<file path="config.mk">
export PLATFORM = sky130hd
export DESIGN_NAME = spw_token_trace_logger_flat
export DESIGN_NICKNAME = d
export VERILOG_FILES = /design/src/rtl/spw_token_trace_logger_if.sv /design/src/rtl/spw_token_trace_logger.sv /design/src/flat_wrapper.sv
export SDC_FILE = /design/constraint.sdc
export NUM_CORES = 1
export LEC_CHECK = 0
export BUFFER_PORTS_ARGS = -buffer_cell sky130_fd_sc_hd__buf_4
export CAP_MARGIN = 10
export CORE_MARGIN = 2
export CORE_UTILIZATION = 35
export DETAILED_ROUTE_END_ITERATION = 8
export PLACE_DENSITY = 0.51
export REMOVE_ABC_BUFFERS = 1
export SYNTH_ARGS = -nofsm -noshare
export SYNTH_HDL_FRONTEND = slang
export SYNTH_SLANG_ARGS = --single-unit
</file>
<file path="constraint.sdc">
create_clock -name posedge_clk -period 5.5 [get_ports posedge_clk]
set_input_delay 0 -clock posedge_clk [delete_from_list [all_inputs] [get_ports posedge_clk]]
set_output_delay 0 -clock posedge_clk [all_outputs]
set_load 0.05 [all_outputs]
</file>
<file path="src/rtl/spw_token_trace_logger_if.sv">
// Trace-logger bus: detector word and arm/trigger controls in, drain port and status out.
interface spw_token_trace_logger_if #(
    parameter int unsigned DEPTH_LOG2 = 4,
    parameter int unsigned TS_WIDTH   = 16
);
    logic [13:0]              info;
    logic                     arm;
    logic [5:0]               trig_mask;
    logic                     rd_en;
    logic [TS_WIDTH+13:0]     rd_data;
    logic                     rd_valid;
    logic [1:0]               state;
    logic                     triggered;
    logic [DEPTH_LOG2:0]      entry_count;
    logic                     overflow;
    logic [7:0]               err_count;

    modport master (
        output info, arm, trig_mask, rd_en,
        input  rd_data, rd_valid, state, triggered, entry_count, overflow, err_count
    );

    modport slave (
        input  info, arm, trig_mask, rd_en,
        output rd_data, rd_valid, state, triggered, entry_count, overflow, err_count
    );
endinterface

</file>
<file path="src/rtl/spw_token_trace_logger.sv">
// Pre/post-trigger trace buffer for receive-side token detector changes,
// with timestamps and a saturating rx_error edge counter.
module spw_token_trace_logger #(
    parameter int unsigned DEPTH_LOG2 = 4,
    parameter int unsigned TS_WIDTH   = 16,
    parameter int unsigned POST_TRIG  = 8
) (
    input  logic                    posedge_clk,
    input  logic                    rx_resetn,
    spw_token_trace_logger_if.slave bus
);
    localparam int unsigned DEPTH   = 1 << DEPTH_LOG2;
    localparam int unsigned INFO_W  = 14;
    localparam int unsigned ENTRY_W = TS_WIDTH + INFO_W;
    localparam int unsigned CNT_W   = DEPTH_LOG2 + 1;

    typedef enum logic [1:0] {
        ST_IDLE      = 2'd0,
        ST_ARMED     = 2'd1,
        ST_TRIGGERED = 2'd2,
        ST_DONE      = 2'd3
    } state_t;

    state_t                r_state, w_state_nxt;
    logic [INFO_W-1:0]     r_info_q;
    logic                  r_arm_q;
    logic [TS_WIDTH-1:0]   r_ts;
    logic [DEPTH_LOG2-1:0] r_wr_ptr, w_wr_ptr_nxt;
    logic [DEPTH_LOG2-1:0] r_rd_ptr, w_rd_ptr_nxt;
    logic [CNT_W-1:0]      r_count, w_count_nxt;
    logic [DEPTH_LOG2-1:0] r_post, w_post_nxt;
    logic                  r_triggered, w_triggered_nxt;
    logic                  r_overflow, w_overflow_nxt;
    logic [7:0]            r_err, w_err_nxt;
    logic [ENTRY_W-1:0]    r_rd_data, w_rd_data_nxt;
    logic                  r_rd_valid, w_rd_valid_nxt;
    logic [ENTRY_W-1:0]    r_mem [DEPTH];

    logic               w_change, w_arm_rise, w_err_rise, w_full, w_match, w_wr_en;
    logic [ENTRY_W-1:0] w_entry;

    assign w_change   = (bus.info != r_info_q);
    assign w_arm_rise = bus.arm & ~r_arm_q;
    assign w_err_rise = bus.info[5] & ~r_info_q[5];
    assign w_full     = (r_count == CNT_W'(DEPTH));
    assign w_match    = |(bus.info[5:0] & bus.trig_mask);
    assign w_entry    = {r_ts, bus.info};

    // Capture control, buffer bookkeeping and next show-ahead head entry.
    always_comb begin
        w_state_nxt     = r_state;
        w_wr_ptr_nxt    = r_wr_ptr;
        w_rd_ptr_nxt    = r_rd_ptr;
        w_count_nxt     = r_count;
        w_post_nxt      = r_post;
        w_triggered_nxt = r_triggered;
        w_overflow_nxt  = r_overflow;
        w_err_nxt       = r_err;
        w_wr_en         = 1'b0;
        w_rd_data_nxt   = '0;
        w_rd_valid_nxt  = 1'b0;

        if (w_err_rise && (r_err != 8'hFF)) begin
            w_err_nxt = r_err + 8'd1;
        end

        if (w_arm_rise) begin
            w_state_nxt     = ST_ARMED;
            w_wr_ptr_nxt    = '0;
            w_rd_ptr_nxt    = '0;
            w_count_nxt     = '0;
            w_post_nxt      = '0;
            w_triggered_nxt = 1'b0;
            w_overflow_nxt  = 1'b0;
            w_err_nxt       = '0;
        end else begin
            case (r_state)
                ST_ARMED, ST_TRIGGERED: begin
                    if (w_change) begin
                        w_wr_en      = 1'b1;
                        w_wr_ptr_nxt = r_wr_ptr + DEPTH_LOG2'(1);
                        // Full buffer behaves as a ring: drop the oldest entry.
                        if (w_full) begin
                            w_rd_ptr_nxt   = r_rd_ptr + DEPTH_LOG2'(1);
                            w_overflow_nxt = 1'b1;
                        end else begin
                            w_count_nxt = r_count + CNT_W'(1);
                        end
                        if (r_state == ST_ARMED) begin
                            if (w_match) begin
                                w_triggered_nxt = 1'b1;
                                w_post_nxt      = DEPTH_LOG2'(POST_TRIG);
                                w_state_nxt     = (POST_TRIG == 0) ? ST_DONE : ST_TRIGGERED;
                            end
                        end else begin
                            w_post_nxt = r_post - DEPTH_LOG2'(1);
                            if (r_post == DEPTH_LOG2'(1)) begin
                                w_state_nxt = ST_DONE;
                            end
                        end
                    end
                end
                ST_DONE: begin
                    if (bus.rd_en && r_rd_valid) begin
                        w_rd_ptr_nxt = r_rd_ptr + DEPTH_LOG2'(1);
                        w_count_nxt  = r_count - CNT_W'(1);
                    end
                end
                default: ;
            endcase
        end

        // Bypass the entry being written when it becomes the head in the same cycle.
        if (w_state_nxt == ST_DONE) begin
            w_rd_valid_nxt = (w_count_nxt != '0);
            w_rd_data_nxt  = (w_wr_en && (r_wr_ptr == w_rd_ptr_nxt)) ? w_entry : r_mem[w_rd_ptr_nxt];
        end
    end

    always_ff @(posedge posedge_clk or negedge rx_resetn) begin
        if (!rx_resetn) begin
            r_state     <= ST_IDLE;
            r_info_q    <= '0;
            r_arm_q     <= 1'b0;
            r_ts        <= '0;
            r_wr_ptr    <= '0;
            r_rd_ptr    <= '0;
            r_count     <= '0;
            r_post      <= '0;
            r_triggered <= 1'b0;
            r_overflow  <= 1'b0;
            r_err       <= '0;
            r_rd_data   <= '0;
            r_rd_valid  <= 1'b0;
        end else begin
            r_state     <= w_state_nxt;
            r_info_q    <= bus.info;
            r_arm_q     <= bus.arm;
            r_ts        <= r_ts + TS_WIDTH'(1);
            r_wr_ptr    <= w_wr_ptr_nxt;
            r_rd_ptr    <= w_rd_ptr_nxt;
            r_count     <= w_count_nxt;
            r_post      <= w_post_nxt;
            r_triggered <= w_triggered_nxt;
            r_overflow  <= w_overflow_nxt;
            r_err       <= w_err_nxt;
            r_rd_data   <= w_rd_data_nxt;
            r_rd_valid  <= w_rd_valid_nxt;
        end
    end

    // Trace storage needs no reset; occupancy is tracked by r_count.
    always_ff @(posedge posedge_clk) begin
        if (w_wr_en) begin
            r_mem[r_wr_ptr] <= w_entry;
        end
    end

    assign bus.state       = r_state;
    assign bus.triggered   = r_triggered;
    assign bus.entry_count = r_count;
    assign bus.overflow    = r_overflow;
    assign bus.err_count   = r_err;
    assign bus.rd_data     = r_rd_data;
    assign bus.rd_valid    = r_rd_valid;
endmodule

</file>
<file path="src/flat_wrapper.sv">
// flat-port wrapper written by rule: the top's interface ports become plain ports
module spw_token_trace_logger_flat 
#(
    parameter int unsigned DEPTH_LOG2 = 4,
    parameter int unsigned TS_WIDTH   = 16,
    parameter int unsigned POST_TRIG  = 8
)
  (posedge_clk, rx_resetn, bus_info, bus_arm, bus_trig_mask, bus_rd_en, bus_rd_data, bus_rd_valid, bus_state, bus_triggered, bus_entry_count, bus_overflow, bus_err_count);
  spw_token_trace_logger_if #(.DEPTH_LOG2(DEPTH_LOG2), .TS_WIDTH(TS_WIDTH)) bus_i ();
  input  logic posedge_clk;
  input  logic rx_resetn;
  input wire logic [$bits(bus_i.info)-1:0] bus_info;
  input wire logic [$bits(bus_i.arm)-1:0] bus_arm;
  input wire logic [$bits(bus_i.trig_mask)-1:0] bus_trig_mask;
  input wire logic [$bits(bus_i.rd_en)-1:0] bus_rd_en;
  output wire logic [$bits(bus_i.rd_data)-1:0] bus_rd_data;
  output wire logic [$bits(bus_i.rd_valid)-1:0] bus_rd_valid;
  output wire logic [$bits(bus_i.state)-1:0] bus_state;
  output wire logic [$bits(bus_i.triggered)-1:0] bus_triggered;
  output wire logic [$bits(bus_i.entry_count)-1:0] bus_entry_count;
  output wire logic [$bits(bus_i.overflow)-1:0] bus_overflow;
  output wire logic [$bits(bus_i.err_count)-1:0] bus_err_count;
  assign bus_i.info = bus_info;
  assign bus_i.arm = bus_arm;
  assign bus_i.trig_mask = bus_trig_mask;
  assign bus_i.rd_en = bus_rd_en;
  assign bus_rd_data = bus_i.rd_data;
  assign bus_rd_valid = bus_i.rd_valid;
  assign bus_state = bus_i.state;
  assign bus_triggered = bus_i.triggered;
  assign bus_entry_count = bus_i.entry_count;
  assign bus_overflow = bus_i.overflow;
  assign bus_err_count = bus_i.err_count;
  spw_token_trace_logger #(.DEPTH_LOG2(DEPTH_LOG2), .TS_WIDTH(TS_WIDTH), .POST_TRIG(POST_TRIG)) u_core (.posedge_clk(posedge_clk), .rx_resetn(rx_resetn), .bus(bus_i));
endmodule
</file>
==> out/metrics.csv <==
stage,metric,value,unit
run_status,status,"finished, final reports clean",
sta,setup_slack,1380,ps
sta,grt_setup_unrepaired,false,
synth,syn_inst,1607,
hold_path,whs_path_depth,5,
place,place_area,0.0246,mm^2
sta,setup_violations,0,
synth,synth_warnings,0,
sta,fin_crit_sh,75.0,%
floorplanning,core_area,0.0647,mm^2
critical_path,worst-path-max-fanout,19,
critical_path,crit_type,flip-flop to flip-flop,
drt,vias,13600,
grt,grt_max_degree,121,
critical_path,path_common_cell,inv_1,
synth,synth.avg_cell_area,14.3,um^2
final_layout,final_common_cell,edfxtp_1,
hold_path,hp-class,input port to flip-flop,
critical_path,cp-start-kind,flip-flop,
floorplanning,dieArea,0.0677,mm^2
sta,slew_violations,0,
critical_path,reg2reg_depth,10,
place,dp_hpwl,30.8,mm
grt,grt-ovfl-total,0,
sta,setup_tns,0,ps
final_layout,final_core_util,41.8,%
power,powerDensity,486,mW/mm^2
critical_path,cp.depth,10,
clock_tree,clk_pin_slew_worst_paths,60,ps
final_layout,final_cells,2621,
clock_tree,insertion_delay,590,ps
run,drv_cap,0,
drt,wirelength,61.6,mm
synth,netlist_area,0.0230,mm^2
critical_path,slowest_stage,nor2_4,
drt,avgRoutedWirePerCell,23.5,um
floorplanning,ioPinCount,72,
sta,fmax,243,MHz
critical_path,required,6000,ps
synth,ys_seq_elements,571,
critical_path,crit_arrival,4620,ps
sta,slew_headroom,16.2,%
drt,drt_iter0_drc,1033,
floorplanning,die_h,260,um
clock_tree,clock-sinks,571,
synth,synthArstFlopShare,15.9,%
grt,grt_pass1_vias,13500,
floorplanning,die_width,260,um
final_layout,drive_above_1_share,14.3,%
final_layout,area_growth,17.8,%
critical_path,crit_buf_inv,3,
place,port_buffers,71,
clock_tree,cts_tree,done,
grt,antenna_found_initial,0,
critical_path,endpoint_kind,flip-flop,
sta,tightest_slew,1250,ps
clock_tree,ctsResizeCount,0,
clock_tree,postCtsSetupRepairBufs,0,
place,place_inst,2482,
sta,hold_viol,0,
power,ir_drop,333,uV
synth,yosysUniqueCellTypes,57,
clock_tree,clk_path_buf_depth,3,
power,p_leak,0.00947,uW
place,gp_congestion,0.766,
floorplanning,core.rowCount,93,
critical_path,worst_path_largest_cell_delay,780,ps
clock_tree,cts_root_buffer,clkbuf_16,
synth,synth_edf_count,480,
drt,ant_nets,0,
sta,fin_crit,4120,ps
place,dp_slack,1370,ps
drt,vias_per_cell,5.18,
critical_path,cpLargestDelayFamily,compound AO/OA/AOI/OAI gates,
final_layout,nets,1755,
synth,ys.flop_type,edfxtp_1,
floorplanning,start_util,35.5,%
clock_tree,ctsHoldBuffers,20,
drt,route.detailed.drc,0,
clock_tree,cts_made_buffers,66,
sta,skew,18.2,ps
critical_path,crit_chain,"inv_1, ha_1, a221oi_1, a211oi_1, a41oi_1, inv_1, nor2_4, buf_4, a32oi_1, a31oi_1",
drt,dr.pass1.iters,5,
final_layout,layout_common_cells,"edfxtp_1, nand2_1, mux2i_1",
clock_tree,cts.htree.levels,3,
synth,ys_seq_area_share,72.7,%
grt,grtUsageTotal,18.3,%
final_layout,finalInstanceArea,0.0270,mm^2
grt,grt_pass1_wl,89.8,mm
==> stage by stage <==
step	total power (uW)	hold slack [ps]
floorplan	7610	-296
global placement	8800	70.2
detailed placement	8840	70.7
CTS	13300	14.1
global route	13700	69.9
finish	13100	63.5
==> registers in the layout, indices dropped and copies added, names as in the netlist <==
signal,count
u_core.r_wr_ptr,4
u_core.bus.rd_data,30
u_core.r_rd_ptr,4
u_core.r_arm_q,1
u_core.bus.rd_valid,1
u_core.bus.overflow,1
u_core.r_post,4
u_core.r_ts,16
u_core.bus.entry_count,5
u_core.bus.triggered,1
u_core.r_info_q,14
u_core.bus.err_count,8
u_core.r_mem,480
u_core.bus.state,2
==> routing by layer <==
metal | vias up | wire (um) | global-route usage (%)
met4 | 0 | 1690 | 5.79
met3 | 105 | 2840 | 3.20
li1 | 6239 | - | -
met1 | 6890 | 25900 | 23.2
met2 | 331 | 31100 | 31.7
met5 | - | 0 | 0
==> power by group <==
part / internal (uW) / switching [uW] / total (uW)
combinational: 1060 / 2390 / 3460
clock: 2710 / 1720 / 4430
sequential: 5070 / 183 / 5250
total: 8840 / 4300 / 13100
==> tightest hold or removal path, delay by kind of cell <==
family	cells	cell delay, ps
AO/OA/AOI/OAI	2	230
AND/OR/NAND/NOR	2	240
buffers and inverters	1	130
==> layout make-up <==
| class | instances | area, um^2 |
|---|---|---|
| Inverter | 22 | 95.1 |
| Clock buffer | 89 | 1900 |
| Sequential cell | 571 | 16700 |
| Multi-Input combinational cell | 924 | 5900 |
| Antenna cell | 1 | 2.50 |
| Tap cell | 855 | 1070 |
| Timing Repair Buffer | 130 | 1080 |
| Clock inverter | 29 | 307 |
| Fill cell | 6041 | 37700 |
==> path summary, 6_finish.rpt <==
path	from	endpoint	slack, ps
max in group asynchronous	rx_resetn	u_core.bus.rd_data[13]	3710
worst max register to register	u_core.bus.state[0]	u_core.bus.rd_data[20]	1380
min in group asynchronous	rx_resetn	u_core.r_ts[6]	510
worst max-delay path	u_core.bus.state[0]	u_core.bus.rd_data[20]	1380
worst min-delay path	bus_rd_en	u_core.bus.entry_count[2]	60
worst min register to register	u_core.bus.triggered	u_core.bus.triggered	500
==> cells by family after synthesis <==
family | Yosys count | share of synthesized area, %
AOI/OAI and AO/OA | 234 | 7.10
xor gates and xnor gates | 40 | 1.53
adders and majority gates | 16 | 0.872
buffers and inverters | 112 | 2.08
DFF | 571 | 72.7
muxes | 155 | 6.79
and+or+nand+nor | 479 | 8.94
==> cell usage after synthesis, types with 3 or more instances <==
master / count / area, um^2
xnor2_1: 29 / 254
a21boi_0: 29 / 218
xor2_1: 11 / 96.3
a211oi_1: 31 / 233
nand4_1: 15 / 93.8
edfxtp_1: 480 / 14400
nand2_1: 295 / 1110
ha_1: 16 / 200
nand3_1: 73 / 365
a21o_1: 5 / 37.5
nor3_1: 22 / 110
nor2_1: 43 / 161
o21ai_0: 35 / 175
and3_1: 4 / 25.0
buf_1: 8 / 30.0
a22oi_1: 3 / 22.5
o22ai_1: 30 / 188
a21oi_1: 17 / 85.1
a221oi_1: 4 / 35.0
inv_1: 19 / 71.3
clkbuf_1: 51 / 191
or3_1: 3 / 18.8
and2_1: 9 / 56.3
dfrtp_1: 91 / 2280
mux2_2: 6 / 67.6
or4_1: 3 / 22.5
buf_2: 28 / 140
a31oi_1: 32 / 200
mux2i_1: 149 / 1490
a32oi_1: 30 / 263
No activity file was read; power rests on OpenSTA's default activity.
